==> config.mk <==
export PLATFORM = sky130hd
export DESIGN_NAME = wb_regfile_flat
export DESIGN_NICKNAME = d
export VERILOG_FILES = /design/src/rtl/wb_regfile_pkg.sv /design/src/rtl/wb_regfile_if.sv /design/src/rtl/wb_regfile_regfile_8x16.sv /design/src/rtl/wb_regfile.sv /design/src/flat_wrapper.sv
export SDC_FILE = /design/constraint.sdc
export NUM_CORES = 1
export LEC_CHECK = 0
export BUFFER_PORTS_ARGS = -buffer_cell sky130_fd_sc_hd__buf_4
export CORE_UTILIZATION = 33
export DETAILED_ROUTE_END_ITERATION = 12
export PLACE_DENSITY = 0.53
export SYNTH_ARGS = -nofsm -noshare
export SYNTH_HDL_FRONTEND = slang
export SYNTH_SLANG_ARGS = --single-unit
==> constraint.sdc <==
create_clock -name CLK -period 5.7 [get_ports CLK]
set_clock_uncertainty 0.15 [all_clocks]
set_input_delay 1.14 -clock CLK [delete_from_list [all_inputs] [get_ports CLK]]
set_output_delay 1.14 -clock CLK [all_outputs]
set_load 0.005 [all_outputs]
==> src/rtl/wb_regfile_pkg.sv <==
// Shared constants and write-back select encoding for the write-back stage,
// reused by the decoder and forwarding unit.
package wb_regfile_pkg;

  localparam int DATA_W = 16;
  localparam int ADDR_W = 3;
  localparam int NREGS  = 2 ** ADDR_W;

  typedef enum logic [1:0] {
    WB_ALU  = 2'd0,
    WB_MEM  = 2'd1,
    WB_LINK = 2'd2
  } wb_sel_e;

  // Link has priority over a memory load; everything else writes the ALU result.
  function automatic wb_sel_e wb_sel_decode(input logic link, input logic store);
    if (link)  return WB_LINK;
    if (store) return WB_MEM;
    return WB_ALU;
  endfunction

endpackage

==> src/rtl/wb_regfile_if.sv <==
// MEM/WB pipeline-register outputs, decode read ports and commit/forwarding
// outputs of the write-back stage, bundled as one interface.
interface wb_regfile_if;
  import wb_regfile_pkg::*;

  logic              RegWrite;
  logic              IRegWrite;
  logic              IRegStore;
  logic              ILink;
  logic [DATA_W-1:0] IPCP2;
  logic [DATA_W-1:0] IALUResult;
  logic [DATA_W-1:0] IStoreMem;
  logic [ADDR_W-1:0] IRd;
  logic [ADDR_W-1:0] RsA;
  logic [ADDR_W-1:0] RsB;

  logic [DATA_W-1:0] ODataA;
  logic [DATA_W-1:0] ODataB;
  logic              OWBValid;
  logic [ADDR_W-1:0] OWBRd;
  logic [DATA_W-1:0] OWBData;
  logic [DATA_W-1:0] ORetired;

  modport master (
    output RegWrite, IRegWrite, IRegStore, ILink, IPCP2, IALUResult, IStoreMem,
           IRd, RsA, RsB,
    input  ODataA, ODataB, OWBValid, OWBRd, OWBData, ORetired
  );

  modport slave (
    input  RegWrite, IRegWrite, IRegStore, ILink, IPCP2, IALUResult, IStoreMem,
           IRd, RsA, RsB,
    output ODataA, ODataB, OWBValid, OWBRd, OWBData, ORetired
  );

endinterface

==> src/rtl/wb_regfile_regfile_8x16.sv <==
// 8 x 16 architectural register storage: synchronous write with r0 suppressed,
// two asynchronous read ports, r0 always reads zero.
module regfile_8x16
  import wb_regfile_pkg::*;
(
  input  logic              i_clk,
  input  logic              i_rst,
  input  logic              i_we,
  input  logic [ADDR_W-1:0] i_waddr,
  input  logic [DATA_W-1:0] i_wdata,
  input  logic [ADDR_W-1:0] i_raddr_a,
  input  logic [ADDR_W-1:0] i_raddr_b,
  output logic [DATA_W-1:0] o_rdata_a,
  output logic [DATA_W-1:0] o_rdata_b
);

  logic [DATA_W-1:0] r_regs [NREGS];

  // NOTE: this array is small and architecturally required to clear on reset,
  // so it is built from flops with a reset loop rather than a RAM macro.
  always_ff @(posedge i_clk) begin
    if (i_rst) begin
      for (int i = 0; i < NREGS; i++) r_regs[i] <= '0;
    end else if (i_we && (i_waddr != '0)) begin
      r_regs[i_waddr] <= i_wdata;
    end
  end

  assign o_rdata_a = (i_raddr_a == '0) ? '0 : r_regs[i_raddr_a];
  assign o_rdata_b = (i_raddr_b == '0) ? '0 : r_regs[i_raddr_b];

endmodule

==> src/rtl/wb_regfile.sv <==
// Write-back stage: selects the write-back value, commits it to the register
// file, bypasses it to the decode read ports and counts retired writes.
module wb_regfile
  import wb_regfile_pkg::*;
(
  input  logic         CLK,
  input  logic         Reset,
  wb_regfile_if.slave  bus
);

  wb_sel_e           w_sel;
  logic [DATA_W-1:0] w_wb_data;
  logic              w_commit;
  logic [DATA_W-1:0] w_rd_a;
  logic [DATA_W-1:0] w_rd_b;
  logic [DATA_W-1:0] r_retired;

  // NOTE: w_wb_data gets a default before the case so no path leaves it
  // unassigned and no latch is inferred.
  always_comb begin
    w_sel     = wb_sel_decode(bus.ILink, bus.IRegStore);
    w_wb_data = '0;
    case (w_sel)
      WB_LINK: w_wb_data = bus.IPCP2;
      WB_MEM:  w_wb_data = bus.IStoreMem;
      default: w_wb_data = bus.IALUResult;
    endcase
    if (Reset) w_wb_data = '0;
  end

  // Writes to r0 are dropped entirely: no commit, no forwarding, no count.
  assign w_commit = bus.IRegWrite & bus.RegWrite & ~Reset & (bus.IRd != '0);

  regfile_8x16 u_regfile (
    .i_clk     (CLK),
    .i_rst     (Reset),
    .i_we      (w_commit),
    .i_waddr   (bus.IRd),
    .i_wdata   (w_wb_data),
    .i_raddr_a (bus.RsA),
    .i_raddr_b (bus.RsB),
    .o_rdata_a (w_rd_a),
    .o_rdata_b (w_rd_b)
  );

  // Same-cycle bypass; w_commit already excludes reset, stall and r0.
  assign bus.ODataA = (Reset || bus.RsA == '0) ? '0 :
                      (w_commit && bus.RsA == bus.IRd) ? w_wb_data : w_rd_a;
  assign bus.ODataB = (Reset || bus.RsB == '0) ? '0 :
                      (w_commit && bus.RsB == bus.IRd) ? w_wb_data : w_rd_b;

  assign bus.OWBValid = w_commit;
  assign bus.OWBRd    = Reset ? '0 : bus.IRd;
  assign bus.OWBData  = w_wb_data;
  assign bus.ORetired = r_retired;

  // NOTE: sequential state uses non-blocking assignments so every flop
  // samples pre-edge values regardless of process ordering.
  always_ff @(posedge CLK) begin
    if (Reset) begin
      r_retired <= '0;
    end else if (w_commit) begin
      r_retired <= r_retired + DATA_W'(1);
    end
  end

endmodule

==> src/flat_wrapper.sv <==
// flat-port wrapper written by rule: the top's interface ports become plain ports
module wb_regfile_flat import wb_regfile_pkg::*;
  (CLK, Reset, bus_RegWrite, bus_IRegWrite, bus_IRegStore, bus_ILink, bus_IPCP2, bus_IALUResult, bus_IStoreMem, bus_IRd, bus_RsA, bus_RsB, bus_ODataA, bus_ODataB, bus_OWBValid, bus_OWBRd, bus_OWBData, bus_ORetired);
  wb_regfile_if bus_i ();
  input  logic CLK;
  input  logic Reset;
  input wire logic [$bits(bus_i.RegWrite)-1:0] bus_RegWrite;
  input wire logic [$bits(bus_i.IRegWrite)-1:0] bus_IRegWrite;
  input wire logic [$bits(bus_i.IRegStore)-1:0] bus_IRegStore;
  input wire logic [$bits(bus_i.ILink)-1:0] bus_ILink;
  input wire logic [$bits(bus_i.IPCP2)-1:0] bus_IPCP2;
  input wire logic [$bits(bus_i.IALUResult)-1:0] bus_IALUResult;
  input wire logic [$bits(bus_i.IStoreMem)-1:0] bus_IStoreMem;
  input wire logic [$bits(bus_i.IRd)-1:0] bus_IRd;
  input wire logic [$bits(bus_i.RsA)-1:0] bus_RsA;
  input wire logic [$bits(bus_i.RsB)-1:0] bus_RsB;
  output wire logic [$bits(bus_i.ODataA)-1:0] bus_ODataA;
  output wire logic [$bits(bus_i.ODataB)-1:0] bus_ODataB;
  output wire logic [$bits(bus_i.OWBValid)-1:0] bus_OWBValid;
  output wire logic [$bits(bus_i.OWBRd)-1:0] bus_OWBRd;
  output wire logic [$bits(bus_i.OWBData)-1:0] bus_OWBData;
  output wire logic [$bits(bus_i.ORetired)-1:0] bus_ORetired;
  assign bus_i.RegWrite = bus_RegWrite;
  assign bus_i.IRegWrite = bus_IRegWrite;
  assign bus_i.IRegStore = bus_IRegStore;
  assign bus_i.ILink = bus_ILink;
  assign bus_i.IPCP2 = bus_IPCP2;
  assign bus_i.IALUResult = bus_IALUResult;
  assign bus_i.IStoreMem = bus_IStoreMem;
  assign bus_i.IRd = bus_IRd;
  assign bus_i.RsA = bus_RsA;
  assign bus_i.RsB = bus_RsB;
  assign bus_ODataA = bus_i.ODataA;
  assign bus_ODataB = bus_i.ODataB;
  assign bus_OWBValid = bus_i.OWBValid;
  assign bus_OWBRd = bus_i.OWBRd;
  assign bus_OWBData = bus_i.OWBData;
  assign bus_ORetired = bus_i.ORetired;
  wb_regfile u_core (.CLK(CLK), .Reset(Reset), .bus(bus_i));
endmodule
[Word-level counts from Yosys, hierarchy flattened]
Memory sizes are Yosys's and may differ from the RTL's.
Index checks and enable logic that the tools add are counted.
Word-level totals
  memories kept: 1
  output and inout bits: 68
  register bits: 16
  memory bits (writable): 128
Memory list
  u_core.u_regfile.r_regs: words 8, width 16, read ports 2, clocked after memory_dff 0, wr ports 8, RTL line wb_regfile_regfile_8x16.sv:17  | logic [DATA_W-1:0] r_regs [NREGS];
Cells by class
  add/sub/neg operators: 1
  bitwise logic cells: 4
  reduce and logical (&&, ||, !) cells: 9
  equal/unequal tests: 4
  multiplexer cells: 24
Operator list (number)
  16-bit 2-to-1 mux: 8
  16-bit one-hot mux with 2 select lines: 1
  16-bit by 1-bit adder with 16-bit output (second input constant): 1
  16-bit OR reduction: 1
  1-bit 2-to-1 mux: 9
  2-bit 2-to-1 mux: 4
  3-bit equality test: 2
  3-bit zero test: 2
  3-bit 2-to-1 mux: 2
  1-bit AND: 3
  1-bit logical AND: 3
  3-bit nonzero test: 1
  2-bit by 1-bit equality test with 1-bit output (second input constant): 1
  2-bit equality test (second input constant): 1
  1-bit logical OR: 2
  1-bit inverter: 1

[Logic depth before layout (Yosys ltp)]
  word-level depth: 9
  mapped depth: 8

[Hierarchy]
Synthesis repeated with hierarchy kept, for this count alone.
Second synthesis, totals
  cells, all modules: 751
  area total of the unflattened synthesis: 7955.1 um^2
By module, submodules not included
  regfile_8x16: times used 1, cells each 468, area an instance 6169.7 um^2
  wb_regfile: times used 1, cells each 283, area an instance 1785.5 um^2

[Worst setup path before layout]
Ideal clock, no wire load.
  kind: input to output
  start point: input port bus_RsB[0]
  end point: output port bus_ODataB[1]
  stages: 5
  data required time: 4410 ps
  buffers on the path: 2
  arrival time: 2438 ps
  path slack: 1972 ps
  cells stage by stage: buf_4 > buf_2 > mux4_2 > a211oi_2 > a211oi_2
On the way
  longest elaborated chain between the ends: 4
Ends and longest elaborated chain
  from (decl): RTL line flat_wrapper.sv:16  | input wire logic [$bits(bus_i.RsB)-1:0] bus_RsB;
  memory read 8 x 16 bit (tied with other cells)
  16-bit 2-to-1 mux or 1-bit logical AND (tied branches): RTL line wb_regfile_regfile_8x16.sv:30, wb_regfile.sv:50
  16-bit 2-to-1 mux: RTL line wb_regfile.sv:50  | (w_commit && bus.RsB == bus.IRd) ? w_wb_data : w_rd_b;
  16-bit 2-to-1 mux *: RTL line wb_regfile.sv:49  | assign bus.ODataB = (Reset || bus.RsB == '0) ? '0 :
  to (decl): RTL line flat_wrapper.sv:18  | output wire logic [$bits(bus_i.ODataB)-1:0] bus_ODataB;
Every way passes the cells marked *; elsewhere a longest branch is shown, timed or not.

[Worst setup path after layout]
  start point: input port bus_RsB[0]
  end point: output port bus_ODataB[15]
The elaborated chain is that of the path after synthesis.

==> load_flow_metrics.sql <==
INSERT INTO impl_metrics (metric_group, metric, value, unit) VALUES
('placed_design', 'dpl_worst_slack', '1.148', 'ns'),
('setup_path', 'critPathTopFamily', 'simple AND/OR/NAND/NOR gates', ''),
('synth', 'yosysWarnings', '0', ''),
('drt', 'avgViaCountPerCell', '5.232', ''),
('clock_network', 'cts_resized', '0', ''),
('drt', 'via_count', '5813', ''),
('timing', 'hold_ws', '0.3580', 'ns'),
('clock_network', 'cts_clk_pin_slew_worst_paths', '0.06', 'ns'),
('synth', 'dominantRegCellSynth', 'sky130_fd_sc_hd__edfxtp_1', ''),
('global_route', 'track_usage', '19.31', '%'),
('clock_network', 'clock_tree_from_tritoncts', 'yes', ''),
('cells_and_area', 'nFillCells', '2293', ''),
('synth', 'synth.cell_area', '7840', 'sq um'),
('setup_path', 'start_kind', 'input port', ''),
('drt', 'remaining_drc_errors', '0', ''),
('timing', 'maxSlewViolCount', '0', ''),
('clock_network', 'cts_made_buffers', '17', ''),
('timing', 'fin_ws', '1.229', 'ns'),
('clock_network', 'clock-sinks', '131', ''),
('setup_path', 'crit_path_end_kind', 'output port', ''),
('synth', 'sequential_area_share_after_synthesis', '48.13', '%'),
('clock_network', 'ctsHoldBuffers', '0', ''),
('timing', 'total_setup_violations_reported_at_the_end_of_the_flow', '0', ''),
('synth', 'synth_cell_type_count', '44', ''),
('global_route', 'grt_max_degree', '48', ''),
('placed_design', 'dpl_cell_area', '8880', 'sq um'),
('global_route', 'grt_overflow', '0', ''),
('cells_and_area', 'layout.core_utilization', '40.53', '%'),
('placed_design', 'gpl.final_weighted_congestion', '0.8179', ''),
('timing', 'finalSetupTns', '0', 'ns'),
('setup_path', 'timing_worst_setup_path_type', 'input port to output port', ''),
('drt', 'drt-total-wl', '22410', 'um'),
('global_route', 'first_global_vias', '6029', ''),
('floorplanning', 'die_y', '156.1', 'um'),
('cells_and_area', 'post_route_cells_drive_above_1_share', '34.09', '%'),
('cells_and_area', 'synthToLayoutAreaGrowth', '20.97', '%'),
('floorplanning', 'fp-row-count', '56', ''),
('synth', 'synth_largest_type_area_fraction', '44.05', '%'),
('cells_and_area', 'diodes_inserted', '0', ''),
('run_status', 'status', 'finished clean', ''),
('setup_path', 'critical_path.n_buffers_inverters', '2', ''),
('cells_and_area', 'seqCellArea', '3774', 'sq um'),
('setup_path', 'rr_startpoint', 'u_core.bus.ORetired[3]', ''),
('placed_design', 'buffer_ports.inserted', '130', ''),
('timing', 'timing.final.hold_violations', '0', ''),
('setup_path', 'cp.arrival', '3.18', 'ns'),
('global_route', 'grt_pass1_wl', '34590', 'um'),
('timing', 'finalCriticalPeriod', '4.471', 'ns'),
('floorplanning', 'die_w', '156.1', 'um'),
('placed_design', 'dp_hpwl', '14790', 'um'),
('run', 'maxCapViolations', '0', ''),
('drt', 'detailedRoute.firstIterationViolations', '409', ''),
('synth', 'async_set_or_reset_flop_fraction_in_the_synthesized_netlist', '0', '%'),
('setup_path', 'timing.critical_path.cells', 'buf_4 > xnor2_1 > and4_2 > a211oi_1 > a211oi_1 > buf_4', ''),
('setup_path', 'crit_path_max_incr_delay', '0.74', 'ns'),
('floorplanning', 'core', '23400', 'sq um'),
('synth', 'synth_enable_flop_cells', '115', ''),
('drt', 'post_drt_wl_per_cell', '20.17', 'um'),
('timing', 'rsz0062_at_grt', 'no', ''),
('drt', 'drt.antenna.violating_nets', '0', ''),
('worst_hold_path', 'min-delay-path-class', 'register to register', ''),
('setup_path', 'cp-startpoint', 'bus_RsB[0]', ''),
('timing', 'max_slew.worst_pin.slew', '1.069', 'ns'),
('power_and_ir_drop', 'power_density', '276.6', 'nW/um^2'),
('timing', 'timing.fmax', '0.2237', 'GHz'),
('synth', 'netlist_top_cells_area', 'sky130_fd_sc_hd__edfxtp_1 (44%), sky130_fd_sc_hd__mux4_2 (9.5%), sky130_fd_sc_hd__nor2_1 (7.6%), sky130_fd_sc_hd__a211oi_1 (4.9%), sky130_fd_sc_hd__a211oi_2 (4.5%)', ''),
('floorplanning', 'ioPinCount', '131', ''),
('cells_and_area', 'area_used_by_multi_input_combinational_logic', '3521', 'sq um'),
('cells_and_area', 'finish.net_count', '844', ''),
('synth', 'ys_seq_elements', '131', ''),
('cells_and_area', 'mostFrequentLayoutCells', 'sky130_fd_sc_hd__nor2_1 (158), sky130_fd_sc_hd__buf_4 (141), sky130_fd_sc_hd__edfxtp_1 (115), sky130_fd_sc_hd__a211oi_1 (51), sky130_fd_sc_hd__inv_1 (34)', '');
cells in the mapped netlist, drive strengths merged (2+ instances only):
master and count:
nor2 159, edfxtp 115, a211oi 79, buf 51
inv 34, mux4 33, mux2 30, a22oi 29
nor2b 25, clkbuf 24, a211o 16, dfxtp 16
xnor2 13, nand2 11, nand2b 9, nor3 8
nand3 6, xor2 6, nand4 4, a21oi 3
and4 3, nand3b 3, and3 2, mux2i 2
o21ai 2, or2 2
flip-flops by register name, indices dropped and copies added, names as in the netlist:
name	count
u_core.u_regfile.r_regs	115
u_core.bus.ORetired	16
area by class of cell:
type | instances | area share [%]
Timing Repair Buffer | 141 | 11.16
Clock buffer | 17 | 4.485
Inverter | 34 | 1.346
Tap cell | 319 | 4.208
Sequential cell | 131 | 39.79
Multi-Input combinational cell | 455 | 37.12
Clock inverter | 14 | 1.887
path summary, 6_finish.rpt:
path,cells past startpoint,slack [ns],end
hold reg to reg,2,0.36,u_core.bus.ORetired[6]
hold / removal,2,0.36,u_core.bus.ORetired[6]
setup / recovery,6,1.23,bus_ODataB[15]
setup reg to reg,5,3.84,u_core.bus.ORetired[15]
stage by stage:
stage                     cells  power (W)
after detailed placement   1080   0.001527
after CTS                  1111   0.002649
final                      1111   0.002623
after global routing       1111   0.002721
after floorplan             695   0.001374
after global placement     1080   0.001525
cells by family after synthesis:
family                     synth area share, %
AOI/OAI and AO/OA                        14.43
and+or+nand+nor                          14.00
adders and majority gates               0.1596
muxes                                    14.04
other                                  0.04783
DFF                                      48.13
buffers and inverters                    7.070
xor gates and xnor gates                 2.123
tightest hold or removal path, delay by kind of cell (launching register included):
family / cells / cell delay (ns)
DFF: 1 / 0.32
AOI/OAI and AO/OA: 2 / 0.13
routing by layer:
metal | part of all wire (%) | wire length [um] | vias up | GRT usage, %
met4 | 1.9 | 420 | 0 | 6.349
met5 | 0 | 0 | - | 0
met2 | 52 | 11570 | 158 | 34.03
met1 | 42 | 9351 | 2921 | 23.44
met3 | 4.7 | 1060 | 25 | 3.917
li1 | - | - | 2709 | -
where the power goes:
group | switching (W) | internal (W) | leakage (nW) | total (W)
Clock | 0.000431 | 0.000691 | 0.286 | 0.00112
Combinational | 0.000207 | 0.000179 | 1.99 | 0.000386
Sequential | 0.0000230 | 0.00109 | 1.23 | 0.00112
No activity file was read; power rests on OpenSTA's default activity.
